`config.mk`:
```
export PLATFORM = sky130hd
export DESIGN_NAME = dp_run_ctrl
export DESIGN_NICKNAME = d
export VERILOG_FILES = /design/src/rtl/dp_run_ctrl.sv
export SDC_FILE = /design/constraint.sdc
export NUM_CORES = 1
export LEC_CHECK = 0
export CAP_MARGIN = 20
export CORE_AREA = 2 2 139 141
export CTS_CLUSTER_SIZE = 40
export DETAILED_ROUTE_END_ITERATION = 10
export DIE_AREA = 0 0 141 143
export DONT_BUFFER_PORTS = 1
export PLACE_DENSITY = 0.68
export SETUP_SLACK_MARGIN = 0.15
export SYNTH_ARGS = -nofsm -noshare
export SYNTH_HDL_FRONTEND = slang
export SYNTH_SLANG_ARGS = --single-unit
```
`constraint.sdc`:
```
create_clock -name clk -period 3.1 [get_ports clk]
set_input_delay 0.31 -clock clk [delete_from_list [all_inputs] [get_ports clk]]
set_output_delay 0.31 -clock clk [all_outputs]
set_load 0.005 [all_outputs]
```
`src/rtl/dp_run_ctrl.sv`:
```
// dp_run_ctrl: host-facing run controller for the 4-thread barrel-pipelined
// RISC-V datapath. Takes host commands over a valid/ready handshake, loads
// the instruction and data memories, pulses the datapath reset, and runs the
// pipeline for a bounded or unbounded number of cycles. A run always stops on
// a thread-round boundary and then waits for the pipeline to drain before
// reporting done.
module dp_run_ctrl #(
  parameter int D_WIDTH      = 64,
  parameter int ISTR_WIDTH   = 32,
  parameter int RST_CYCLES   = 2,
  parameter int DRAIN_CYCLES = 4
) (
  input  logic                  clk,
  input  logic                  reset,
  input  logic                  cmd_valid,
  output logic                  cmd_ready,
  input  logic [1:0]            cmd_op,
  input  logic [9:0]            cmd_addr,
  input  logic [D_WIDTH-1:0]    cmd_data,
  input  logic [31:0]           cmd_count,
  input  logic                  halt_req,
  output logic                  dp_reset_n,
  output logic                  pc_en,
  output logic                  i_mem_we,
  output logic [31:0]           i_mem_addra,
  output logic [ISTR_WIDTH-1:0] i_mem_din,
  output logic                  d_mem_we,
  output logic [7:0]            d_mem_addra,
  output logic [D_WIDTH-1:0]    d_mem_din,
  output logic                  busy,
  output logic                  done,
  output logic [31:0]           cycles_run
);

  localparam logic [1:0] OP_LOAD_I = 2'd0;
  localparam logic [1:0] OP_LOAD_D = 2'd1;
  localparam logic [1:0] OP_RESET  = 2'd2;
  localparam logic [1:0] OP_RUN    = 2'd3;

  localparam logic [15:0] RST_LAST   = 16'(RST_CYCLES - 1);
  localparam logic [15:0] DRAIN_LAST = 16'(DRAIN_CYCLES - 1);

  typedef enum logic [2:0] {
    S_IDLE,
    S_WRITE,
    S_RST,
    S_RUN,
    S_ROUND,
    S_DRAIN,
    S_DONE
  } state_t;

  state_t              state, state_nxt;
  logic [1:0]          op_q;
  logic [9:0]          addr_q;
  logic [D_WIDTH-1:0]  data_q;
  logic [31:0]         count_q;
  logic [31:0]         cycles_q;
  logic [15:0]         tmr_q;

  logic        accept;
  logic        cycles_sat;
  logic [31:0] cycles_inc;
  logic        count_hit;
  logic        on_round;

  assign accept     = cmd_valid && (state == S_IDLE);
  assign cycles_sat = (cycles_q == 32'hFFFF_FFFF);
  assign cycles_inc = cycles_sat ? cycles_q : cycles_q + 32'd1;
  assign count_hit  = (count_q != 32'd0) && (cycles_inc == count_q);
  // A saturated counter can never reach a multiple of 4 again, so treat
  // saturation as a round boundary to guarantee the run still terminates.
  assign on_round   = (cycles_inc[1:0] == 2'b00) || cycles_sat;

  // Next-state logic for the run/command sequencer.
  always_comb begin
    // NOTE: default assignment first so no path leaves state_nxt unassigned
    // (which would infer a latch).
    state_nxt = state;
    unique case (state)
      S_IDLE: begin
        if (accept) begin
          unique case (cmd_op)
            OP_LOAD_I, OP_LOAD_D: state_nxt = S_WRITE;
            OP_RESET:             state_nxt = S_RST;
            OP_RUN:               state_nxt = S_RUN;
            default:              state_nxt = S_IDLE;
          endcase
        end
      end
      S_WRITE: state_nxt = S_IDLE;
      S_RST:   if (tmr_q == RST_LAST) state_nxt = S_IDLE;
      S_RUN: begin
        if (count_hit || halt_req) state_nxt = on_round ? S_DRAIN : S_ROUND;
      end
      S_ROUND: if (on_round) state_nxt = S_DRAIN;
      S_DRAIN: if (tmr_q == DRAIN_LAST) state_nxt = S_DONE;
      S_DONE:  state_nxt = S_IDLE;
      default: state_nxt = S_IDLE;
    endcase
  end

  // State register, captured command fields, run counter and phase timer.
  always_ff @(posedge clk) begin
    if (reset) begin
      state    <= S_IDLE;
      op_q     <= '0;
      addr_q   <= '0;
      data_q   <= '0;
      count_q  <= '0;
      cycles_q <= '0;
      tmr_q    <= '0;
    end else begin
      // NOTE: non-blocking assignments so every register samples the
      // pre-edge values regardless of statement order.
      state <= state_nxt;
      if (accept) begin
        op_q    <= cmd_op;
        addr_q  <= cmd_addr;
        data_q  <= cmd_data;
        count_q <= cmd_count;
        if (cmd_op == OP_RUN) cycles_q <= '0;
      end
      if (state == S_RUN || state == S_ROUND) cycles_q <= cycles_inc;
      // Timer restarts on every state change; only RST and DRAIN read it.
      if (state_nxt != state)                       tmr_q <= '0;
      else if (state == S_RST || state == S_DRAIN)  tmr_q <= tmr_q + 16'd1;
    end
  end

  assign cmd_ready   = (state == S_IDLE);
  assign busy        = (state != S_IDLE);
  assign pc_en       = (state == S_RUN) || (state == S_ROUND);
  assign done        = (state == S_DONE);
  assign dp_reset_n  = !reset && (state != S_RST);
  assign i_mem_we    = (state == S_WRITE) && (op_q == OP_LOAD_I);
  assign d_mem_we    = (state == S_WRITE) && (op_q == OP_LOAD_D);
  assign i_mem_addra = {22'b0, addr_q};
  assign i_mem_din   = data_q[ISTR_WIDTH-1:0];
  assign d_mem_addra = addr_q[7:0];
  assign d_mem_din   = data_q;
  assign cycles_run  = cycles_q;

endmodule
```
==> results of run 1 <==
==> logic make-up (layout without fill, tap and decap cells) <==
kind of cell	Yosys count	after routing
and+or+nand+nor	498	498
AOI/OAI and AO/OA	246	247
DFF	159	159
buffers and inverters	159	286
xor gates and xnor gates	55	55
muxes	4	4
adders and majority gates	3	3
other	1	22
==> stage by stage <==
stage               total power [mW]  cell area, um2  hold WS, ns  setup slack (ns)
CTS                             4.97           10700    0.0000553            0.0919
finish                          4.97           10900      0.00984            0.0298
global route                    5.16           10900      0.00226           -0.0251
detailed placement              2.78            9070        0.391           -0.0806
floorplan                       2.72            8580        0.444             0.152
global placement                2.77            9070        0.388            -0.115
==> per-layer routing <==
metal	vias to the layer above	track usage, %
met5	-	0
met4	0	11.2
met3	63	8.58
met2	524	46.7
met1	4081	34.7
li1	4100	-
==> cell usage in the layout (no fill, tap or decap), types with 4 or more instances in the layout <==
master and n:
nand2_1 269, buf_4 155, a21oi_1 139, dfxtp_1 136, dlygate4sd3_1 71, nor2_1 60, xnor2_1 32, o21ai_0 28
nand3_1 26, nand4_1 25, xor2_1 22, conb_1 22, inv_1 19, nor3_1 19, a311oi_1 17, clkbuf_16 17
dfxtp_2 15, nor4_1 14, o211ai_1 10, and4_1 9, a31oi_1 8, dfxtp_4 8, nand2b_1 7, nor2_2 7
a211oi_1 6, and3_1 6, and2_1 6, nor4_4 5, or3_1 5, inv_6 5, a22oi_1 4, or4_1 4
buf_6 4
==> path summary, 6_finish.rpt <==
check	startpoint	end	slack, ns
min	cmd_data[56]	d_mem_din[56]	0.01
max	cycles_run[21]	state[0]	0.03
max reg2reg	cycles_run[21]	state[0]	0.03
min reg2reg	d_mem_din[56]	d_mem_din[56]	0.48
==> layout make-up <==
cell class | count | area [um2]
Tap cell | 234 | 293
Clock inverter | 14 | 143
Timing Repair Buffer | 234 | 2010
Multi-Input combinational cell | 829 | 4770
Clock buffer | 18 | 429
Fill cell | 1636 | 7630
Sequential cell | 159 | 3230
Inverter | 20 | 75.1
==> repair_timing <==
action                     4_1_cts  5_1_grt
setup endpoints to repair       19       19
hold endpoints to repair       142        0
pin swaps                       35       34
buffers inserted                22       12
hold buffers                    72        0
gates cloned                     1        0
gates resized for setup         43       35
==> worst max-delay path: cells and delay by family (launching register included) <==
kind                      cells  cell delay (ns)
and+or+nand+nor               8             2.38
xor gates and xnor gates      1             0.19
DFF                           1             0.38
==> power breakdown <==
part | switching (mW) | leakage [nW] | internal, mW
logic | 0.353 | 2.64 | 0.259
clock network | 1.02 | 0.274 | 1.07
registers | 0.126 | 1.31 | 2.14
total | 1.50 | 4.23 | 3.47
==> sequential cells by signal, indices dropped and copies added (netlist names) <==
name        flops
addr_q         10
state           3
cycles_run     32
d_mem_din      64
tmr_q          16
op_q            2
count_q        32
==> reports/metrics.yaml, run 1 <==
status:
  status: "completed"
job:
  cap_viol_max_count: 0
timing:
  setup_viol: 0
  fin_skew_ns: 0.0153
  drv_slew: 0
  tns_ns: 0
  fin_crit_sh_pct: 99.0
  rsz0062_at_grt: "yes"
  period_minus_slack_ns: 3.07
  finalHoldViolCount: 0
  worst_pin_slew_ns: 0.824
  max_clock_freq_ghz: 0.326
  maxSlewHeadroom_pct: 44.8
route:
  post_drt_wl_per_cell_um: 19.6
  drt-total-wl_mm: 29.5
  first_pass_iters: 5
  via_per_inst: 5.81
  vias: 8768
  final_antenna_net_count: 0
  wl_met2_mm: 13.7
  top_layer_used: "met4"
  drt-met1-wl_mm: 12.0
  drc: 0
  wl_met3_mm: 3.04
  drt-initial-drc-count: 739
finish:
  stdcell_count: 1508
  nNetsFinal: 1376
  antenna_cells: 0
  drive_gt1_share_pct: 21.5
  final_core_util_pct: 58.9
  area_growth_syn_to_layout_pct: 29.4
setup_path:
  crit_path_start_kind: "flip-flop"
  rr_worst_depth: 9
  crit_type: "flip-flop to flip-flop"
  crit_required_ns: 3.41
  critPathMaxStageDelay_ns: 0.60
  critPathArrivalTime_ns: 3.38
  cpMostUsedCell: "or4_4"
  path_cells: "and3_4, nand3_2, or4_4, or4_4, xnor2_4, nand4b_1, or4_1, nor3_2, nor3_1"
  slowest_stage: "or4_4"
  endpoint_kind: "flip-flop"
  crit_fanout: 5
floorplanning:
  die_y_um: 143
  num_rows: 50
  die-area_um2: 20200
  start_util_pct: 45.5
  core_area_um2: 18600
  fp.dieW_um: 141
  io_pins: 287
logic_synthesis:
  synth_compound_area_share_pct: 17.5
  ys_warn_count: 0
  yosys.area.top_type: "dfxtp_1"
  synth_commonest_cells: "nand2_1, dfxtp_1, a21oi_1"
  yosys.area_share.simple_pct: 28.1
  synth_seq_cells: 159
  yosys.cell_count.top_type: "nand2_1"
  async_reset_ff_share_pct: 0
  synth-edff-count: 0
  muxShareOfSynthArea_pct: 0.488
  synthCells: 1125
  synth_fa_ha_area_share_pct: 0.444
  yosys.area.top_type_share_pct: 37.6
  synthFlopType: "dfxtp_1"
  synth_xor_xnor_area_share_pct: 5.69
  ys_types: 72
  synth_area_um2: 8460
  synth_area_leaders: "dfxtp_1, nand2_1, a21oi_1"
  synth_top_family_by_area: "simple AND/OR/NAND/NOR gates"
  avgSynthCellArea_um2: 7.52
  ys_seq_area_share_pct: 37.6
place:
  dpl.hpwl_mm: 20.2
  numPlacedInstances: 1369
  gp_congestion: 1.00
  portBuffers: 0
global_route:
  grt_usage_pct: 28.3
  antenna_found_initial: 0
  grt_pass1_wl_mm: 44.8
  globalRoute.totalOverflow: 0
  grt_max_degree: 120
  first_global_vias: 8342
clocking:
  clk_latency_ns: 0.44
  clockRootBuffer: "clkbuf_16"
  cts_buffers: 17
  clk_pin_slew_ns: 0.08
  cts_sinks: 159
  cts_tree: "done"
  clockBufferDepth: 2
  cts-htree-levels: 4
pwr:
  vdd_drop_max_mv: 0.325
  leakage_nw: 4.23
  p_per_area_nw_per_um2: 454
worst_hold_path:
  hold-path-cell-count: 2
  min_path_type: "input pin to flip-flop"
(Power assumes the default switching activity.)
==> run 2, diff against run 1 <==
CELL_PAD_IN_SITES_DETAIL_PLACEMENT = 0   (was default)
CELL_PAD_IN_SITES_GLOBAL_PLACEMENT = 1   (was default)
CORE_AREA = 2 2 141 143   (was 2 2 139 141)
DIE_AREA = 0 0 143 145   (was 0 0 141 143)
PLACE_DENSITY = 0.84   (was 0.68)
clock period = 3 ns   (was 3.1 ns; I/O delays follow)
==> run 2 against run 1 <==
Effect of this change:
- global-route usage down 0.87 points
- worst hold slack worse by 0.0032 ns
- clock skew down 0.0050 ns
- non-clock buffer count up 18
- via count down 0.76%
- setup slack better by 0.043 ns
- critical path depth up 3
- power up 1.9%
- register-to-register slack better by 0.04 ns
- critical path type unchanged
- largest cell class unchanged
- largest power group unchanged
==> reports/metrics.yaml, run 2 (synthesized netlist as in run 1, its figures left out) <==
finish:
  final_core_util_pct: 58.3
  final_common_cell: "nand2_1"
  layout_common_cells: "nand2_1, buf_4, a21oi_1, dfxtp_1, dlygate4sd3_1"
  nFillCells: 1715
  largest_register_ffs: 64
  antenna_cells: 0
  drive_gt1_share_pct: 23.5
  area_growth_syn_to_layout_pct: 32.4
  nNetsFinal: 1394
route:
  top_layer_used: "met4"
  vias: 8701
  wl_met3_mm: 3.03
  post_drt_wl_per_cell_um: 18.8
  first_pass_iters: 5
  final_antenna_net_count: 0
  drc: 0
  drt-total-wl_mm: 29.2
  drt-initial-drc-count: 771
  drt-met1-wl_mm: 12.1
  wl_met2_mm: 13.5
  via_per_inst: 5.59
global_route:
  grt_usage_pct: 27.4
  globalRoute.totalOverflow: 0
  first_global_vias: 8331
  grt_max_degree: 141
  antenna_found_initial: 0
  grt_pass1_wl_mm: 44.9
place:
  gp_congestion: 0.995
  dpl.hpwl_mm: 20.2
  post-place-ws_ns: -0.0644
  portBuffers: 0
timing:
  maxSlewHeadroom_pct: 44.6
  worst_slack_ns: 0.0733
  rsz0062_at_grt: "yes"
  max_clock_freq_ghz: 0.342
  finalHoldViolCount: 0
  drv_slew: 0
  worst_pin_slew_ns: 0.819
  period_minus_slack_ns: 2.93
  tns_ns: 0
  setup_viol: 0
  fin_skew_ns: 0.0104
  fin_crit_sh_pct: 97.6
floorplanning:
  num_rows: 51
  io_pins: 287
  die_y_um: 145
  core_area_um2: 19200
  fp.dieW_um: 143
  die-area_um2: 20700
  start_util_pct: 44.1
worst_hold_path:
  min_path_type: "input pin to flip-flop"
  hold_start: "cmd_count[4]"
  hold-path-cell-count: 2
  whs_endpoint: "count_q[4]"
pwr:
  p_per_area_nw_per_um2: 452
  leakage_nw: 4.35
  vdd_drop_max_mv: 0.409
job:
  cap_viol_max_count: 0
clocking:
  cts_sinks: 159
  clk_pin_slew_ns: 0.07
  cts_buffers: 17
  cts_tree: "done"
  clockRootBuffer: "clkbuf_16"
  clk_latency_ns: 0.43
  clockBufferDepth: 2
  cts-htree-levels: 4
setup_path:
  rr_startpoint: "cycles_run[10]"
  crit_fanout: 8
  r2r_end: "tmr_q[4]"
  rr_worst_depth: 12
  rrSetupSlack_ns: 0.07
  critPathArrivalTime_ns: 3.24
  crit_type: "flip-flop to flip-flop"
  crit_path_start_kind: "flip-flop"
  crit_required_ns: 3.31
  endpoint_kind: "flip-flop"
status:
  status: "completed"
==> run 2: cell count changes in the layout (fill, tap and decap cells not counted), moves of 3 or more <==
cell and delta:
nor2_1 -3, dlygate4sd3_1 +3, and4_4 +3, buf_4 +13, and4_1 -3
==> run 2: stage by stage <==
| stage | cells | power, mW | hold slack, ns | area, um2 |
|---|---|---|---|---|
| 6_report | 1557 | 5.06 | 0.00669 | 11200 |
| 4_1_cts | 1545 | 5.07 | 0.000547 | 10900 |
| 2_1_floorplan | 1146 | 2.81 | 0.436 | 8630 |
| 3_5_place_dp | 1426 | 2.88 | 0.381 | 9310 |
| 5_1_grt | 1557 | 5.28 | 0.00277 | 11200 |
| 3_3_place_gp | 1426 | 2.87 | 0.379 | 9310 |
==> run 2: per-layer routing <==
layer | GRT usage, % | vias up
met4 | 7.92 | 0
met3 | 7.52 | 52
met5 | 0 | -
met1 | 36.2 | 4059
met2 | 43.7 | 453
li1 | - | 4137
==> run 2: repair_timing <==
item                       in CTS  in global routing
hold endpoints to repair      141                  4
hold buffers                   71                  4
setup endpoints to repair      19                 19
resized for setup              59                 34
pin swaps                      17                 24
cloned                          1                  0
setup buffers                  15                  7
==> run 2: final cells by class <==
cell class              count  area, um2  area share, %
multi-input cells         829       4850           43.3
well taps                 265        332           2.96
inverters                  20       75.1          0.670
repair buffers            252       2160           19.3
clock buffers              18        429           3.83
flip-flops and latches    159       3230           28.8
clock inverters            14        129           1.15
==> run 2: report_power, final <==
part	internal, mW	leakage [nW]	switching (mW)
clock network	1.09	0.274	0.993
registers	2.21	1.31	0.128
logic	0.264	2.76	0.372
total	3.57	4.35	1.49
==> run 2: worst max path at each step <==
| stage | startpoint | endpoint | slack (ns) | depth (start not counted) |
|---|---|---|---|---|
| after global routing | cycles_run[10] | tmr_q[4] | -0.04 | 13 |
| after detailed placement | cycles_run[3] | tmr_q[10] | -0.06 | 9 |
| after global placement | cycles_run[7] | state[0] | -0.06 | 10 |
| final | cycles_run[10] | tmr_q[4] | 0.07 | 12 |
| after floorplan | cycles_run[0] | state[0] | 0.15 | 10 |
| after CTS | cycles_run[1] | tmr_q[4] | 0.13 | 12 |
==> run 2: critical path, cell delays in order (launching register included) <==
cell and delay, ns:
dfxtp_2 0.36, buf_6 0.11, nand4_4 0.12, nor4_4 0.29, buf_4 0.17, a31oi_2 0.10, or3b_4 0.42, a22o_1 0.19
or4_4 0.44, nor4_4 0.14, buf_4 0.18, o21a_4 0.21, nor2_1 0.07
